## config.mk

```make
export PLATFORM = sky130hd
export DESIGN_NAME = code_sequencer
export DESIGN_NICKNAME = d
export VERILOG_FILES = /design/src/rtl/code_sequencer.sv
export SDC_FILE = /design/constraint.sdc
export NUM_CORES = 1
export LEC_CHECK = 0
export CAP_MARGIN = 20
export CORE_MARGIN = 3
export CORE_UTILIZATION = 53
export CTS_BUF_LIST = sky130_fd_sc_hd__clkbuf_8
export DETAILED_ROUTE_END_ITERATION = 8
export PLACE_DENSITY = 0.76
export REMOVE_ABC_BUFFERS = 1
export SYNTH_ARGS = -nofsm -noshare
export SYNTH_HDL_FRONTEND = slang
export SYNTH_SLANG_ARGS = --single-unit
export TNS_END_PERCENT = 100
```

## constraint.sdc

```tcl
create_clock -name clk -period 1.95 [get_ports clk]
set_clock_uncertainty 0.2 [all_clocks]
set_input_delay 0.39 -clock clk [delete_from_list [all_inputs] [get_ports clk]]
set_output_delay 0.39 -clock clk [all_outputs]
set_load 0.01 [all_outputs]
```

## src/rtl/code_sequencer.sv

```systemverilog
// ---------------------------------------------------------------------------
// code_sequencer
//
// Transmit code sequencer for the HFSWR transmitter. Produces the per-chip
// binary phase code bit and the transmit-window strobe consumed by the
// downstream signal_code mapper. Each frame is one full code word sent at a
// programmable chip rate, followed by a silent guard interval; frames repeat
// back-to-back while enable is held high.
//
// Parameters:
//   CODE_LEN   chips per frame (1..32)
//   CODE_WORD  code bits, bit CODE_LEN-1 is sent first
//   CHIP_DIV   clock cycles per chip (>=1)
//   GUARD_CYC  silent cycles after each frame (>=1)
//
// Ports:
//   clk          system clock, rising edge
//   rst          asynchronous active-low reset
//   enable       level; frames run while high
//   code         current chip value, 0 outside the transmit window
//   sinc         high during the transmit window
//   frame_start  one-cycle pulse on the first transmit cycle of each frame
//   busy         high while transmitting or in the guard interval
//   frame_cnt    frames started since reset, wraps at 16 bits
//
// Build option:
//   CODE_SEQ_LFSR_EN  when defined, chips come from a 7-bit Fibonacci LFSR
//                     (x^7+x^6+1, seed 7'h7F reloaded per frame, 127 chips)
//                     and CODE_LEN / CODE_WORD are ignored.
// ---------------------------------------------------------------------------
module code_sequencer #(
   parameter int          CODE_LEN  = 13,
   parameter logic [31:0] CODE_WORD = 32'h00001F35,
   parameter int          CHIP_DIV  = 100,
   parameter int          GUARD_CYC = 1000
) (
   input  logic        clk,
   input  logic        rst,
   input  logic        enable,
   output logic        code,
   output logic        sinc,
   output logic        frame_start,
   output logic        busy,
   output logic [15:0] frame_cnt
);

`ifdef CODE_SEQ_LFSR_EN
   localparam int NUM_CHIPS = 127;
`else
   localparam int NUM_CHIPS = CODE_LEN;
`endif

   localparam int CYC_W = (CHIP_DIV  > 1) ? $clog2(CHIP_DIV)  : 1;
   localparam int IDX_W = (NUM_CHIPS > 1) ? $clog2(NUM_CHIPS) : 1;
   localparam int GRD_W = (GUARD_CYC > 1) ? $clog2(GUARD_CYC) : 1;

   localparam logic [CYC_W-1:0] CYC_LAST = CYC_W'(CHIP_DIV - 1);
   localparam logic [IDX_W-1:0] IDX_LAST = IDX_W'(NUM_CHIPS - 1);
   localparam logic [GRD_W-1:0] GRD_LAST = GRD_W'(GUARD_CYC - 1);

   typedef enum logic [1:0] {
      IDLE  = 2'd0,
      TX    = 2'd1,
      GUARD = 2'd2
   } state_t;

   state_t           state;
   logic [CYC_W-1:0] cyc_cnt;
   logic [IDX_W-1:0] chip_idx;
   logic [GRD_W-1:0] guard_cnt;

   logic chip_end;
   logic last_chip;
   logic guard_end;
   logic start_frame;
   logic first_chip;
   logic next_chip;

   assign chip_end  = (cyc_cnt == CYC_LAST);
   assign last_chip = (chip_idx == IDX_LAST);
   assign guard_end = (guard_cnt == GRD_LAST);

   // A frame starts either from IDLE or straight out of the last guard cycle,
   // so back-to-back frames have no idle gap between them.
   assign start_frame = enable &&
                        ((state == IDLE) || ((state == GUARD) && guard_end));

`ifdef CODE_SEQ_LFSR_EN
   logic [6:0] lfsr;
   logic [6:0] lfsr_next;

   // Fibonacci shift with feedback from taps 7 and 6 entering at bit 0.
   assign lfsr_next  = {lfsr[5:0], lfsr[6] ^ lfsr[5]};
   assign first_chip = 1'b1;
   assign next_chip  = lfsr_next[0];
`else
   logic [(1<<IDX_W)-1:0] chip_rom;
   logic [IDX_W-1:0]      next_idx;

   // Reorder the code word so that chip k sits at index k; the unused top
   // entries (non power-of-two lengths) are tied off and never selected.
   for (genvar k = 0; k < (1 << IDX_W); k++) begin : g_rom
      if (k < CODE_LEN) begin : g_used
         assign chip_rom[k] = CODE_WORD[CODE_LEN-1-k];
      end else begin : g_pad
         assign chip_rom[k] = 1'b0;
      end
   end

   assign next_idx   = chip_idx + 1'b1;
   assign first_chip = chip_rom[0];
   assign next_chip  = chip_rom[next_idx];
`endif

   // Single state machine with registered outputs: the output registers are
   // loaded with the value belonging to the state being entered, so the
   // outputs line up with the state without any extra pipeline cycle.
   always_ff @(posedge clk or negedge rst) begin
      if (!rst) begin
         state       <= IDLE;
         cyc_cnt     <= '0;
         chip_idx    <= '0;
         guard_cnt   <= '0;
         code        <= 1'b0;
         sinc        <= 1'b0;
         frame_start <= 1'b0;
         busy        <= 1'b0;
         frame_cnt   <= 16'd0;
`ifdef CODE_SEQ_LFSR_EN
         lfsr        <= '0;
`endif
      end else begin
         frame_start <= 1'b0;
         if (start_frame) begin
            state       <= TX;
            cyc_cnt     <= '0;
            chip_idx    <= '0;
            guard_cnt   <= '0;
            code        <= first_chip;
            sinc        <= 1'b1;
            frame_start <= 1'b1;
            busy        <= 1'b1;
            frame_cnt   <= frame_cnt + 16'd1;
`ifdef CODE_SEQ_LFSR_EN
            lfsr        <= 7'h7F;
`endif
         end else begin
            case (state)
               TX: begin
                  if (chip_end) begin
                     cyc_cnt <= '0;
                     if (last_chip) begin
                        state     <= GUARD;
                        guard_cnt <= '0;
                        sinc      <= 1'b0;
                        code      <= 1'b0;
                     end else begin
                        chip_idx <= chip_idx + 1'b1;
                        code     <= next_chip;
`ifdef CODE_SEQ_LFSR_EN
                        lfsr     <= lfsr_next;
`endif
                     end
                  end else begin
                     cyc_cnt <= cyc_cnt + 1'b1;
                  end
               end
               GUARD: begin
                  // enable low on the last guard cycle returns to IDLE;
                  // enable high is handled by start_frame above.
                  if (guard_end) begin
                     state <= IDLE;
                     busy  <= 1'b0;
                  end else begin
                     guard_cnt <= guard_cnt + 1'b1;
                  end
               end
               default: begin
                  state <= IDLE;
                  sinc  <= 1'b0;
                  code  <= 1'b0;
                  busy  <= 1'b0;
               end
            endcase
         end
      end
   end

endmodule

```

==> run summary, run 1 <==
FLOORPLAN
------------------------------------------------------------------------------------------
Full die area ...............................................................   5240 sq um
Die extent in x .............................................................      72.4 um
Initial standard-cell utilization of the core ...............................        56.8%
Floorplan row count .........................................................           23
Core outline area ...........................................................   4120 sq um
Ports .......................................................................           23
Die H .......................................................................      72.4 um

PLACE
------------------------------------------------------------------------------------------
Detailed placer's ending HPWL ...............................................      3.42 mm
Last weighted congestion value of the routability-driven placer .............        0.832
Worst setup slack after placement ...........................................    -0.144 ns
Count of port buffers added during placement ................................           22

DRT
------------------------------------------------------------------------------------------
Remaining antenna violation count after routing .............................            0
Detailed Routing Iterations Pass 1 ..........................................            4
Routed vias/inst ............................................................         5.78
Count of vias placed by the detailed router .................................         1936
Sum of routed wire length over all layers ...................................      5.41 mm
Detailed Route Iter0 Violations .............................................          161
Drt wl/cell .................................................................      16.1 um
Count of unresolved DRC violations after routing ............................            0

SYNTH
------------------------------------------------------------------------------------------
Synthesized area per cell ...................................................   10.1 sq um
Share of synthesized cell area in full adder, half adder and majority cells .        3.21%
Part of the Yosys area used for sequential elements .........................        46.0%
Register bit count reported by yosys ........................................           43
Number of unique standard cell types used by synthesis ......................           50
Fraction of synthesis flops using an asynchronous set or reset pin ..........         100%
Synth Area in XOR/XNOR ......................................................        7.12%
Post-synth EDFFs ............................................................            0
Simple-gate share of the synthesized area ...................................        22.1%
Multiplexer area fraction after synthesis ...................................        1.34%
Main combinational cell family by area after synthesis ...................... simple AND/OR/NAND/NOR gates
Number of warnings reported in the yosys synthesis log ......................            0
Mapped Area .................................................................   2340 sq um
Number of instances in the synthesized netlist ..............................          231
Commonest register cell after synthesis .....................................      dfrtp_1
Fraction of the mapped netlist area in compound gates .......................        15.1%

TIMING
------------------------------------------------------------------------------------------
Worst-case headroom to the max-slew limit ...................................        63.3%
Final setup vio count .......................................................           14
Final critical-path share of the clock period ...............................         106%
Fin worst setup slack .......................................................    -0.122 ns
Upper clock frequency limit .................................................      483 MHz
RSZ-0062 raised after global routing ........................................         true
Slew at the pin closest to its max-slew limit ...............................     0.550 ns
Max Slew Vio Count ..........................................................            0
Worst hold slack ............................................................     0.271 ns
Hold Fails Final Rpt ........................................................            0
Clock period minus final worst setup slack ..................................      2.07 ns

SETUP PATH
------------------------------------------------------------------------------------------
Delay of the slowest cell on the worst path .................................      0.37 ns
Buf/Inv on CP ...............................................................            2
Critical path cell sequence ................................................. ha_2 > nand4b_1 > o31ai_1 > buf_4 > and4_4 > buf_6 > nand4_1 > xnor2_1
Setup CP Type ...............................................................   reg -> reg
Slowest CP cell .............................................................      dfrtp_1
Highest fanout seen on the critical path ....................................            6
Worst endpoint data arrival time ............................................      2.06 ns
Sort of element at the end of the critical path .............................         flop
Worst endpoint required time ................................................      1.94 ns
Element type at the critical path start .....................................         flop
Dominant delay contributor by cell family on the critical path .............. simple AND/OR/NAND/NOR gates

PWR
------------------------------------------------------------------------------------------
Peak VDD IR .................................................................    0.00102 V
Power per Cell Area ......................................................... 1240 nW/um^2
Leakage dissipation .........................................................   0.00134 uW

CLOCK TREE
------------------------------------------------------------------------------------------
CTS tree ....................................................................         done
Buffer type at the clock tree root ..........................................     clkbuf_8
Clk sinks ...................................................................           43
Clock Path Buffers ..........................................................            2
Clock Pin Slew Worst Setup and Hold Paths ...................................      0.08 ns
Clock buffer count from CTS .................................................            5
CTS HTree Levels ............................................................            2
Clock latency on the worst-skew pair ........................................      0.29 ns

GLOBAL ROUTING
------------------------------------------------------------------------------------------
Antenna violations before repair ............................................            0
Global-route wire length before repair ......................................      8.94 mm
Global-route congestion overflow total ......................................            0
Number of global-route vias before repair ...................................         1892
Maximum number of pins on one net before global-route repair ................           44
Overall fraction of global-route tracks in use ..............................        21.7%

STATUS
------------------------------------------------------------------------------------------
Run status .................................................................. complete, but fails checks
Failing checks .............................................................. negative setup slack

LAYOUT
------------------------------------------------------------------------------------------
Most frequent cells in the layout ........................................... 40 x dfrtp_1, 26 x buf_4, 21 x clkdlybuf4s50_1, 15 x nand2_1, 15 x xnor2_1
Most common library cell in the layout ignoring fill and taps ...............      dfrtp_1
Layout Area Growth over Synthesis ...........................................        31.2%
Number of nets at the end of the flow .......................................          293
Share of layout cells above drive strength 1 ................................        26.0%
Utilization after layout ....................................................        74.5%
Antenna fix cells ...........................................................            0

WORST HOLD PATH
------------------------------------------------------------------------------------------
Hold Crit Class .............................................................   reg -> reg

JOB
------------------------------------------------------------------------------------------
Maximum Capacitance Violations ..............................................            0

path summary, 6_finish.rpt:
check	start	endpoint	slack, ns	depth (start not counted)
setup reg to reg	guard_cnt[1]	frame_cnt[7]	-0.12	8
hold / removal	frame_cnt[15]	frame_cnt[15]	0.27	1
hold reg to reg	frame_cnt[15]	frame_cnt[15]	0.27	1
min in group asynchronous	rst	cyc_cnt[5]	0.49	3
setup / recovery	guard_cnt[1]	frame_cnt[7]	-0.12	8
max in group asynchronous	rst	frame_cnt[5]	0.65	3
report_power, final:
| part | total (uW) | internal [uW] | switching (uW) | leakage [uW] |
|---|---|---|---|---|
| logic | 1580 | 810 | 771 | 0.000708 |
| clock network | 821 | 511 | 311 | 0.0000644 |
| registers | 1410 | 1130 | 276 | 0.000572 |
| total | 3810 | 2450 | 1360 | 0.00134 |
kinds of logic after synthesis:
family,Yosys count
fa+ha+maj,6
compound gates,53
buf+inv,19
xor+xnor,19
flops,43
simple gates,88
mux,3
synth_stat cells, types with 2 or more instances:
| master | instances | area [sq um] |
|---|---|---|
| mux2i_1 | 2 | 20.0 |
| and3_1 | 8 | 50.1 |
| o21ai_0 | 13 | 65.1 |
| nor2_1 | 13 | 48.8 |
| buf_6 | 3 | 33.8 |
| nand3b_1 | 2 | 15.0 |
| xor2_1 | 4 | 35.0 |
| xnor2_1 | 15 | 131 |
| nand2b_1 | 4 | 25.0 |
| clkbuf_8 | 2 | 27.5 |
| dfrtp_1 | 43 | 1080 |
| ha_1 | 6 | 75.1 |
| o31ai_1 | 2 | 15.0 |
| nand2_1 | 17 | 63.8 |
| nor3_1 | 4 | 20.0 |
| nand3_1 | 13 | 65.1 |
| a31oi_1 | 13 | 81.3 |
| clkbuf_1 | 4 | 15.0 |
| inv_1 | 8 | 30.0 |
| nand4_1 | 6 | 37.5 |
| o21a_1 | 4 | 30.0 |
| and2_1 | 3 | 18.8 |
| and4_1 | 3 | 26.3 |
| or2_2 | 2 | 12.5 |
| a21oi_1 | 9 | 45.0 |
| nor2b_1 | 3 | 18.8 |
| a41oi_1 | 2 | 17.5 |
timing repair:
action | in CTS | in global routing
endpoints found under the setup margin | 23 | 36
endpoints found under the hold margin | 43 | 0
setup buffers | 1 | 3
hold buffers | 1 | 0
pin swaps | 1 | 20
gates resized for setup | 6 | 37
cloned | 1 | 0
final cells by class:
type | instances | area [sq um]
fill | 285 | 1050
sequential | 43 | 1080
clock inverter | 3 | 67.6
timing repair buffer | 57 | 510
clock buffer | 5 | 68.8
inverter | 8 | 30.0
multi-input combinational | 169 | 1250
tap | 50 | 62.6
through the flow:
step                      cell area, sq um  total power [uW]  std cells  setup TNS, ns
final                                 3070              3810        335          -1.08
after global routing                  3070              4040        335          -3.75
after CTS                             2940              3600        334         -0.667
after detailed placement              2760              2720        323          -2.55
after global placement                2760              2670        323          -1.87
after floorplan                       2250              2050        220         -0.923
flip-flops by register name, summed over array words and instances (netlist names):
name / count
busy: 1
chip_idx: 4
code: 1
cyc_cnt: 7
frame_cnt: 16
frame_start: 1
guard_cnt: 10
sinc: 1
state: 2
metal layers:
metal	vias to the layer above	track usage, %	share of wire [%]
met5	-	0	0
met4	0	6.35	0.98
met3	8	6.09	4.9
met2	58	35.1	50
met1	938	28.5	45
li1	932	-	-
No activity file was read; power rests on OpenSTA's default activity.
==> run 2, diff against run 1 <==
--- a/config.mk
+++ b/config.mk
@@ -7,11 +7,13 @@
 export LEC_CHECK = 0
 export CAP_MARGIN = 20
 export CORE_MARGIN = 3
-export CORE_UTILIZATION = 53
+export CORE_UTILIZATION = 57
 export CTS_BUF_LIST = sky130_fd_sc_hd__clkbuf_8
 export DETAILED_ROUTE_END_ITERATION = 8
-export PLACE_DENSITY = 0.76
+export DONT_BUFFER_PORTS = 1
+export PLACE_DENSITY = 0.73
 export REMOVE_ABC_BUFFERS = 1
+export SETUP_SLACK_MARGIN = 0.5
 export SYNTH_ARGS = -nofsm -noshare
 export SYNTH_HDL_FRONTEND = slang
 export SYNTH_SLANG_ARGS = --single-unit
==> run 2 against run 1 <==
Net effect: the run ends with negative hold slack, negative setup slack left; first-iteration DRC count up 22%; critical endpoint is now code; largest power group unchanged; sequential power rose by 4%; die area decreased by 6.4%; via count increased by 1.5%.
==> run summary, run 2 (synthesized netlist as in run 1, its figures left out) <==
CLOCK TREE
------------------------------------------------------------------------------
Clock latency on the worst-skew pair ............................      0.29 ns
Clock buffer count from CTS .....................................            5
CTS HTree Levels ................................................            2
Buffer type at the clock tree root ..............................     clkbuf_8
Clock Pin Slew Worst Setup and Hold Paths .......................      0.08 ns
Clock Path Buffers ..............................................            2
Clk sinks .......................................................           43
CTS tree ........................................................         done

TIMING
------------------------------------------------------------------------------
RSZ-0062 raised after global routing ............................         true
Clock period minus final worst setup slack ......................      2.08 ns
Final critical-path share of the clock period ...................         107%
Worst-case headroom to the max-slew limit .......................        73.6%
Upper clock frequency limit .....................................      480 MHz
Worst hold slack ................................................    -0.416 ns
Max Slew Vio Count ..............................................            0
Hold Fails Final Rpt ............................................           43
Slew at the pin closest to its max-slew limit ...................     0.395 ns
Fin worst setup slack ...........................................    -0.134 ns
Final setup vio count ...........................................           41

SETUP PATH
------------------------------------------------------------------------------
Setup CP Type ...................................................   reg -> reg
Crit Reg-Reg Endpoint ...........................................         code
Worst endpoint data arrival time ................................      2.06 ns
Element type at the critical path start .........................         flop
Highest fanout seen on the critical path ........................            3
R2r setup slk ...................................................     -0.13 ns
Register-to-Register Path Depth .................................            6
Sort of element at the end of the critical path .................         flop
Worst endpoint required time ....................................      1.93 ns
FF-to-FF Start .................................................. guard_cnt[0]

FLOORPLAN
------------------------------------------------------------------------------
Die H ...........................................................      70.0 um
Ports ...........................................................           23
Core outline area ...............................................   3800 sq um
Full die area ...................................................   4900 sq um
Floorplan row count .............................................           22
Initial standard-cell utilization of the core ...................        61.5%
Die extent in x .................................................      70.0 um

DRT
------------------------------------------------------------------------------
Count of unresolved DRC violations after routing ................            0
Routed vias/inst ................................................         6.30
Count of vias placed by the detailed router .....................         1965
Remaining antenna violation count after routing .................            0
Drt wl/cell .....................................................      18.3 um
Detailed Routing Iterations Pass 1 ..............................            4
Sum of routed wire length over all layers .......................      5.71 mm
Detailed Route Iter0 Violations .................................          197

LAYOUT
------------------------------------------------------------------------------
Register bank with the most flops ...............................    frame_cnt
Number of cells in the finished layout apart from fillers .......          312
Number of filler cells placed in the layout .....................          245
Number of nets at the end of the flow ...........................          274
Most frequent cells in the layout ............................... 42 x dfrtp_1, 24 x buf_4, 14 x xnor2_1, 12 x nand2_1, 12 x buf_6
Layout Area Growth over Synthesis ...............................        25.2%
Most common library cell in the layout ignoring fill and taps ...      dfrtp_1
Antenna fix cells ...............................................            0
Number of flip-flops in the largest register ....................           16
Largest registers in the final layout ........................... frame_cnt x16, guard_cnt x10, cyc_cnt x7
Share of layout cells above drive strength 1 ....................        34.1%

GLOBAL ROUTING
------------------------------------------------------------------------------
Overall fraction of global-route tracks in use ..................        22.0%
Global-route wire length before repair ..........................      8.75 mm
Antenna violations before repair ................................            0
Maximum number of pins on one net before global-route repair ....           44
Global-route congestion overflow total ..........................            0
Number of global-route vias before repair .......................         1813

PWR
------------------------------------------------------------------------------
Leakage dissipation .............................................   0.00131 uW
Power per Cell Area ............................................. 1210 nW/um^2
Total chip power ................................................      3550 uW
Peak VDD IR .....................................................   0.000924 V

STATUS
------------------------------------------------------------------------------
Run status ...................................................... complete, but fails checks
Failing checks .................................................. negative hold slack, negative setup slack

PLACE
------------------------------------------------------------------------------
Last weighted congestion value of the routability-driven placer .        0.865
Count of port buffers added during placement ....................            0
Detailed placer's ending HPWL ...................................      3.50 mm
# placed instances ..............................................          291

JOB
------------------------------------------------------------------------------
Maximum Capacitance Violations ..................................            0

WORST HOLD PATH
------------------------------------------------------------------------------
Hold Crit Class .................................................  in -> async

[run 2: changes by cell type in the layout (fill, tap and decap cells not counted), moves of 4 or more]
cell             before  now
buf_6                 8   12
clkdlybuf4s50_1      21    0
nor2_1               12    8
nor2_4                0    4
o21ai_2               3    7
[run 2: timing repair]
action,4_1_cts,5_1_grt
cloned,0,1
setup endpoints to repair,43,43
endpoints found under the hold margin,43,43
buffers inserted,6,8
pin swaps,11,26
resized for setup,29,43
[run 2: how the worst max path moves through the flow]
stage / end / slack, ns / depth (start not counted) / from
after floorplan: code / -0.12 / 6 / guard_cnt[0]
after global placement: frame_cnt[7] / 0.01 / 7 / guard_cnt[0]
after detailed placement: frame_cnt[7] / -0.14 / 7 / guard_cnt[1]
after CTS: code / -0.08 / 6 / guard_cnt[0]
after global routing: frame_cnt[7] / -0.22 / 7 / guard_cnt[0]
final: code / -0.13 / 6 / guard_cnt[0]
[run 2: area by class of cell]
type                    count  area, sq um  area share (%)
multi-input cells         169         1350            46.2
flip-flops and latches     43         1080            36.8
repair buffers             38          335            11.5
clock buffers               5         68.8            2.35
well taps                  48         60.1            2.05
inverters                   8         30.0            1.03
clock inverters             1         3.75           0.128
[run 2: per-layer routing]
| layer | vias to the layer above | track usage [%] | share of wire [%] |
|---|---|---|---|
| met3 | 15 | 5.61 | 6.1 |
| met4 | 0 | 5.53 | 1.5 |
| met5 | - | 0 | 0 |
| met1 | 976 | 28.9 | 42 |
| met2 | 73 | 36.4 | 51 |
| li1 | 901 | - | - |
[run 2: worst max-delay path: stages, from the launching register on]
cell and delay, ns:
dfrtp_1 0.36, ha_2 0.19, nand4b_1 0.20, or3_4 0.40, o21a_4 0.23, o21a_1 0.17, a211o_1 0.22
[run 2: where the power goes]
part | internal, uW | switching (uW) | total (uW) | leakage [uW]
logic | 778 | 794 | 1570 | 0.000693
registers | 1130 | 333 | 1460 | 0.000574
clock network | 234 | 280 | 514 | 0.0000413
[run 2: metrics by stage]
stage,instance area [sq um],setup TNS [ns],utilization (%),setup slack [ns]
floorplan,2250,-0.923,-,-0.118
global placement,2480,0,65.3,0.0143
detailed placement,2480,-1.03,65.3,-0.139
CTS,2690,-0.544,70.7,-0.0831
global route,2930,-6.46,77.0,-0.225
finish,2930,-3.04,77.0,-0.134
==> run 3, diff against run 2 <==
--- a/config.mk
+++ b/config.mk
@@ -11,6 +11,7 @@
 export CTS_BUF_LIST = sky130_fd_sc_hd__clkbuf_8
 export DETAILED_ROUTE_END_ITERATION = 8
 export DONT_BUFFER_PORTS = 1
+export GPL_TIMING_DRIVEN = 0
 export PLACE_DENSITY = 0.73
 export REMOVE_ABC_BUFFERS = 1
 export SETUP_SLACK_MARGIN = 0.5
==> run 3 against run 2 <==
Net effect: the run still ends with negative hold slack, negative setup slack left; global-route usage decreased by 0.76 points; count of clock-buffer cells in the layout is the same; sequential cell count stayed put; via count is 3.1% lower; setup slack got worse by 0.13 ns; combinational power is 5% lower; sequential share of layout area shrank 0.37 points; die area unchanged; clock power rose by 6.2%; power grew 1.2%; critical endpoint is now guard_cnt[1].
==> run summary, run 3 (synthesized netlist as in run 1, its figures left out) <==
GLOBAL ROUTING
------------------------------------------------------------------------------
Overall fraction of global-route tracks in use ..................        21.3%
Global-route congestion overflow total ..........................            0
Maximum number of pins on one net before global-route repair ....           44
Number of global-route vias before repair .......................         1789
Antenna violations before repair ................................            0
Global-route wire length before repair ..........................      8.31 mm

FLOORPLAN
------------------------------------------------------------------------------
Full die area ...................................................   4900 sq um
Ports ...........................................................           23
Floorplan row count .............................................           22
Core outline area ...............................................   3800 sq um
Die extent in x .................................................      70.0 um
Die H ...........................................................      70.0 um
Initial standard-cell utilization of the core ...................        61.5%

SETUP PATH
------------------------------------------------------------------------------
Delay of the slowest cell on the worst path .....................      0.41 ns
Buf/Inv on CP ...................................................            5
Worst setup path start .......................................... guard_cnt[0]
Slowest CP cell .................................................      dfrtp_1
R2r setup slk ...................................................     -0.26 ns
Crit path top cell by count .....................................        buf_6
Worst endpoint required time ....................................      1.94 ns
End point of the critical path .................................. guard_cnt[1]
Register-to-Register Path Depth .................................           10
Critical path cell sequence ..................................... ha_4 > nand4b_1 > buf_6 > buf_4 > buf_6 > buf_6 > o31ai_4 > buf_6 > nand2_4 > a31o_4
Sort of element at the end of the critical path .................         flop
Worst endpoint data arrival time ................................      2.20 ns
Setup CP Type ...................................................   reg -> reg
Crit Reg-Reg Endpoint ........................................... guard_cnt[1]
Highest fanout seen on the critical path ........................            8
Crit. path cell count ...........................................           10
Dominant delay contributor by cell family on the critical path .. buffers and inverters
Element type at the critical path start .........................         flop
FF-to-FF Start .................................................. guard_cnt[0]

CLOCK TREE
------------------------------------------------------------------------------
Clock Path Buffers ..............................................            2
CTS HTree Levels ................................................            2
Clock latency on the worst-skew pair ............................      0.30 ns
CTS tree ........................................................         done
Clock Pin Slew Worst Setup and Hold Paths .......................      0.08 ns
Clock buffer count from CTS .....................................            5
Buffer type at the clock tree root ..............................     clkbuf_8
Clk sinks .......................................................           43

TIMING
------------------------------------------------------------------------------
Upper clock frequency limit .....................................      452 MHz
Max Slew Vio Count ..............................................            0
Slew at the pin closest to its max-slew limit ...................     0.436 ns
Final critical-path share of the clock period ...................         113%
Worst hold slack ................................................    -0.423 ns
Hold Fails Final Rpt ............................................           43
RSZ-0062 raised after global routing ............................         true
Clock period minus final worst setup slack ......................      2.21 ns
Worst-case headroom to the max-slew limit .......................        70.8%
Final setup vio count ...........................................           43
Fin worst setup slack ...........................................    -0.262 ns

LAYOUT
------------------------------------------------------------------------------
Share of layout cells above drive strength 1 ....................        39.0%
Number of flip-flops in the largest register ....................           16
Number of nets at the end of the flow ...........................          267
Most frequent cells in the layout ............................... 38 x dfrtp_1, 15 x buf_6, 14 x xnor2_1, 14 x buf_4, 11 x nand2_1
Register bank with the most flops ...............................    frame_cnt
Most common library cell in the layout ignoring fill and taps ...      dfrtp_1
Number of cells in the finished layout apart from fillers .......          307
Antenna fix cells ...............................................            0
Largest registers in the final layout ........................... frame_cnt x16, guard_cnt x10, cyc_cnt x7
Utilization after layout ........................................        78.2%
Number of filler cells placed in the layout .....................          221
Layout Area Growth over Synthesis ...............................        27.1%

PLACE
------------------------------------------------------------------------------
Worst setup slack after placement ...............................    -0.468 ns
Detailed placer's ending HPWL ...................................      2.91 mm
Count of port buffers added during placement ....................            0
Last weighted congestion value of the routability-driven placer .        0.826
# placed instances ..............................................          268

WORST HOLD PATH
------------------------------------------------------------------------------
Hold Crit Class .................................................  in -> async

DRT
------------------------------------------------------------------------------
Count of vias placed by the detailed router .....................         1905
Remaining antenna violation count after routing .................            0
Detailed Route Iter0 Violations .................................          177
Drt wl/cell .....................................................      18.4 um
Detailed Routing Iterations Pass 1 ..............................            4
Count of unresolved DRC violations after routing ................            0
Routed vias/inst ................................................         6.21
Sum of routed wire length over all layers .......................      5.64 mm

PWR
------------------------------------------------------------------------------
Total chip power ................................................      3590 uW
Peak VDD IR .....................................................   0.000898 V
Power per Cell Area ............................................. 1210 nW/um^2
Leakage dissipation .............................................   0.00125 uW

STATUS
------------------------------------------------------------------------------
Run status ...................................................... complete, but fails checks
Failing checks .................................................. negative hold slack, negative setup slack

JOB
------------------------------------------------------------------------------
Maximum Capacitance Violations ..................................            0

run 3: power breakdown:
part	leakage, uW	total (uW)	switching, uW	internal, uW
Clock	0.0000477	546	301	245
Combinational	0.000632	1490	756	734
Sequential	0.000568	1550	424	1130
run 3: layer usage:
layer	track usage, %	vias up	wire length (um)
li1	-	891	-
met2	36.2	59	2880
met1	24.9	937	2230
met3	6.47	18	368
met4	8.51	0	157
met5	0	-	0
run 3: area by class of cell:
cell class	instances	area, sq um	area share (%)
multi-input cells	170	1430	48.0
clock inverters	3	15.0	0.505
clock buffers	5	68.8	2.32
well taps	48	60.1	2.02
flip-flops and latches	43	1080	36.4
inverters	8	30.0	1.01
repair buffers	30	289	9.73
run 3: worst min path at each step:
stage          from  slack, ns          to
6_report        rst      -0.42  cyc_cnt[2]
3_5_place_dp    rst      -0.10  cyc_cnt[0]
4_1_cts         rst      -0.43  cyc_cnt[2]
5_1_grt         rst      -0.44  cyc_cnt[2]
2_1_floorplan   rst      -0.11        busy
3_3_place_gp    rst      -0.10  cyc_cnt[1]
run 3: per-stage QoR:
stage                     TNS [ns]  hold slack [ns]  instance area (sq um)
after global placement       -8.43           -0.105                   2310
final                        -6.76           -0.423                   2970
after floorplan             -0.923           -0.106                   2250
after global routing        -10.97           -0.440                   2970
after detailed placement    -11.37           -0.105                   2310
after CTS                    -2.93           -0.429                   2710
run 3: worst reg2reg max path, stage by stage (launching register included):
cell and delay [ns]:
dfrtp_1 0.41, ha_4 0.16, nand4b_1 0.11, buf_6 0.15, buf_4 0.13, buf_6 0.10, buf_6 0.11, o31ai_4 0.22
buf_6 0.15, nand2_4 0.10, a31o_4 0.26
run 3: repair_timing:
action	4_1_cts	5_1_grt
gates cloned	1	0
endpoints found under the setup margin	43	43
pin swaps	25	30
setup buffers	21	9
gates resized for setup	50	44
endpoints found under the hold margin	43	43
